### src/rtl/payload_checker.sv
`default_nettype none
// +--------------------------------------------------------------------------+
// | payload_checker : regenerates the test payload stream and checks it.      |
// | Rev 1.0                                                                   |
// +--------------------------------------------------------------------------+

module lfsr #(
  parameter int                  NUM_BITS = 32,
  parameter logic [NUM_BITS-1:0] TAPS     = NUM_BITS'(32'h8020_0003)
) (
  input  logic                i_clk,
  input  logic                i_rst_n,
  input  logic                i_enable,
  input  logic                i_seed_dv,
  input  logic [NUM_BITS-1:0] i_seed_data,
  output logic [NUM_BITS-1:0] o_lfsr_data
);

  logic [NUM_BITS-1:0] state_q, state_d;

  // XNOR feedback: the all-zero reset state is a legal member of the sequence
  always_comb begin
    state_d = state_q;
    if (i_seed_dv)
      state_d = i_seed_data;
    else if (i_enable)
      state_d = {state_q[NUM_BITS-2:0], ~^(state_q & TAPS)};
  end

  always_ff @(posedge i_clk or negedge i_rst_n) begin
    if (!i_rst_n) state_q <= '0;
    else          state_q <= state_d;
  end

  assign o_lfsr_data = state_q;

endmodule


`default_nettype wire

### config.mk
export PLATFORM = sky130hd
export DESIGN_NAME = lfsr
export DESIGN_NICKNAME = d
export VERILOG_FILES = /design/src/rtl/payload_checker.sv
export SDC_FILE = /design/constraint.sdc
export NUM_CORES = 1
export LEC_CHECK = 0
export ABC_AREA = 1
export CAP_MARGIN = 20
export CORE_MARGIN = 2
export CORE_UTILIZATION = 41
export CTS_CLUSTER_SIZE = 10
export DETAILED_ROUTE_END_ITERATION = 7
export GPL_TIMING_DRIVEN = 1
export PLACE_DENSITY_LB_ADDON = 0.25
export SYNTH_ARGS = -nofsm -noshare
export SYNTH_HDL_FRONTEND = slang
export SYNTH_SLANG_ARGS = --single-unit
### constraint.sdc
create_clock -name i_clk -period 1 [get_ports i_clk]
set_input_delay 0.15 -clock i_clk [delete_from_list [all_inputs] [get_ports i_clk]]
set_output_delay 0.15 -clock i_clk [all_outputs]
set_load 0.1 [all_outputs]
==> flow_summary_export.csv <==
group,metric,value,unit
outcome,outcome,"complete, but fails checks",
outcome,violations,"setup timing",
cells_and_area,final_cells,339,
logic_synthesis,ys_ff_latch,32,
cts,htree_num_levels,2,
logic_synthesis,avgSynthCellArea,7.80,um2
power_and_ir_drop,cellPowerDensity,1620,nW/um2
power_and_ir_drop,power,4740,uW
route,first_iter_violations,134,
run,maxCapViolCount,0,
die,rows,21,
timing,fin_setup_tns,-2.92,ns
route,vias,1695,
critical_path,rr_worst_depth,7,
power_and_ir_drop,leakage,0.00136,uW
critical_path,startpoint_type,"flip-flop",
placed_design,routabilityCongestion,0.731,
cells_and_area,area_growth,98.3,%
critical_path,cp_slowest_cell,"dfrtp_2",
timing,fmax,902,MHz
timing,hold_viol_final,0,
placed_design,dp_hpwl,2710,um
grt,use_met2,0.402,
route,dr.pass1.iters,4,
critical_path,r2r_start,"o_lfsr_data[0]",
critical_path,critPathBufInv,1,
timing,setup_viol,33,
logic_synthesis,synth_area_leaders,"dfrtp_1 54%, nand2_1 27%, nand3_1 11%, buf_4 2.5%, nor2_4 1.5%",
logic_synthesis,synth_top_area_frac,0.543,
grt,use_met1,0.299,
hold_path,min_path_type,"input port to asynchronous set/reset pin",
timing,min_period_over_period,1.11,
grt,grt_pass1_wl,7680,um
critical_path,crit_family,"flip-flops",
grt,grt.busiest_layer,"met2",
critical_path,regToRegEndpoint,"o_lfsr_data[0]",
power_and_ir_drop,ir_worst_vdd,998,uV
logic_synthesis,synth.cell_area,1470,um2
critical_path,r2r_slack,-0.02,ns
die,initial_core_util,0.435,
cts,hold_buffers,0,
critical_path,worstPathArrival,0.96,ns
timing,grt_setup_unrepaired,"yes",
die,core,3390,um2
critical_path,cpPeakStageDelay,0.45,ns
timing,slew_headroom,0.680,
critical_path,required,0.85,ns
die,ios,68,
grt,track_usage,0.243,
logic_synthesis,syn_inst,189,
critical_path,cp_max_fo,2,
cts,insertion_delay,0.33,ns
grt,antenna_found_initial,0,
cells_and_area,drive_gt1_frac,0.399,
logic_synthesis,syn_nets,225,
cts,cts-root-to-sink-buffers,2,
placed_design,place_inst,294,
route,drt-total-wl,4850,um
critical_path,path_cells,"buf_12",
cts,cts_buffers,5,
route,via_per_inst,5.00,
critical_path,end_kind,"primary output",
die,die_w,64.0,um
die,dieArea,4090,um2
timing,slew_violations,0,
timing,fin_crit,1.11,ns
grt,grt_pass1_vias,1689,
cells_and_area,final_common_cell,"nand2_1",
logic_synthesis,synth_top_area_cell,"dfrtp_1",
cells_and_area,nets,328,
grt,grtUsageMet3,0.0810,
cts,path_clk_slew,0.09,ns
placed_design,port_buffers,67,
die,die_h,64.0,um
route,wire_per_inst,14.3,um
timing,skew,0.00303,ns
cells_and_area,fillCellCount,163,
cells_and_area,antenna_cells,0,
critical_path,worstSetupPathType,"flip-flop to primary output",
cts,cts.sinks,32,
grt,grt-ovfl-total,0,
route,drc,0,
cells_and_area,largest_reg_flops,32,
cts,cts_tree,"done",
cells_and_area,layout_common_cells,"106 x nand2_1, 35 x buf_12, 33 x clkdlybuf4s50_1, 32 x dfrtp_2, 31 x nand3_1",
logic_synthesis,ys_warn_count,0,
timing,fin_ws,-0.109,ns
grt,grt_max_degree,33,
cts,cts_root_buf,"clkbuf_4",
timing,tightest_slew,0.480,ns
logic_synthesis,synth_cell_types,10,
route,ant_nets,0,
logic_synthesis,yosysSeqAreaShare,0.543,
power breakdown:
group	switching, uW	total (uW)	internal, uW
registers	165	1620	1450
clock network	422	769	347
logic	1410	2350	940
total	2000	4740	2740
Yosys cell counts:
master and n:
a22oi_1 2, buf_2 3, buf_4 5, clkbuf_1 2, dfrtp_1 32, inv_1 4, inv_2 1, nand2_1 107
nand3_1 31, nor2_4 2
cell type report:
cell class                      count  area [um2]  share of cell area
Timing Repair Buffer              104        1320               0.452
Sequential cell                    32         841               0.288
Multi-Input combinational cell    144         619               0.212
Clock buffer                        8        58.8              0.0201
Tap cell                           46        57.6              0.0197
Inverter                            5        23.8             0.00813
repair_timing:
item / CTS / global route
hold endpoints to repair: 0 / 0
endpoints found under the setup margin: 64 / 33
gates resized for setup: 8 / 8
setup buffers: 31 / 4
gates cloned: 2 / 0
pin swaps: 3 / 4
cells by family (layout without fill, tap and decap cells):
logic type      after synthesis  in the layout  share of synthesized area
compound gates                2              2                     0.0102
flops                        32             32                      0.543
simple gates                140            142                      0.393
buf+inv                      15            117                     0.0535
per-stage QoR:
stage	setup WS, ns	hold WS [ns]	instance area [um2]	util
finish	-0.109	0.170	2920	0.862
detailed placement	-0.632	0.527	2530	0.746
global placement	-0.612	0.523	2530	0.746
global route	-0.145	0.178	2920	0.862
floorplan	-0.153	-0.146	1510	-
CTS	-0.118	0.164	2880	0.849
routing by layer:
metal | share of wire | routed length (um)
met1 | 0.39 | 1870
met2 | 0.54 | 2600
met3 | 0.068 | 328
met4 | 0.0099 | 48
met5 | 0 | 0
how the worst max path moves through the flow:
stage	start	endpoint	slack, ns	cells past startpoint
6_report	o_lfsr_data[0]	o_lfsr_data[0]	-0.11	1
5_1_grt	o_lfsr_data[0]	o_lfsr_data[0]	-0.15	1
4_1_cts	o_lfsr_data[15]	o_lfsr_data[15]	-0.12	1
3_5_place_dp	i_seed_dv	o_lfsr_data[0]	-0.63	4
3_3_place_gp	i_seed_dv	o_lfsr_data[0]	-0.61	4
2_1_floorplan	o_lfsr_data[1]	o_lfsr_data[0]	-0.15	6
Note: power is estimated with default switching activity, not from simulation.
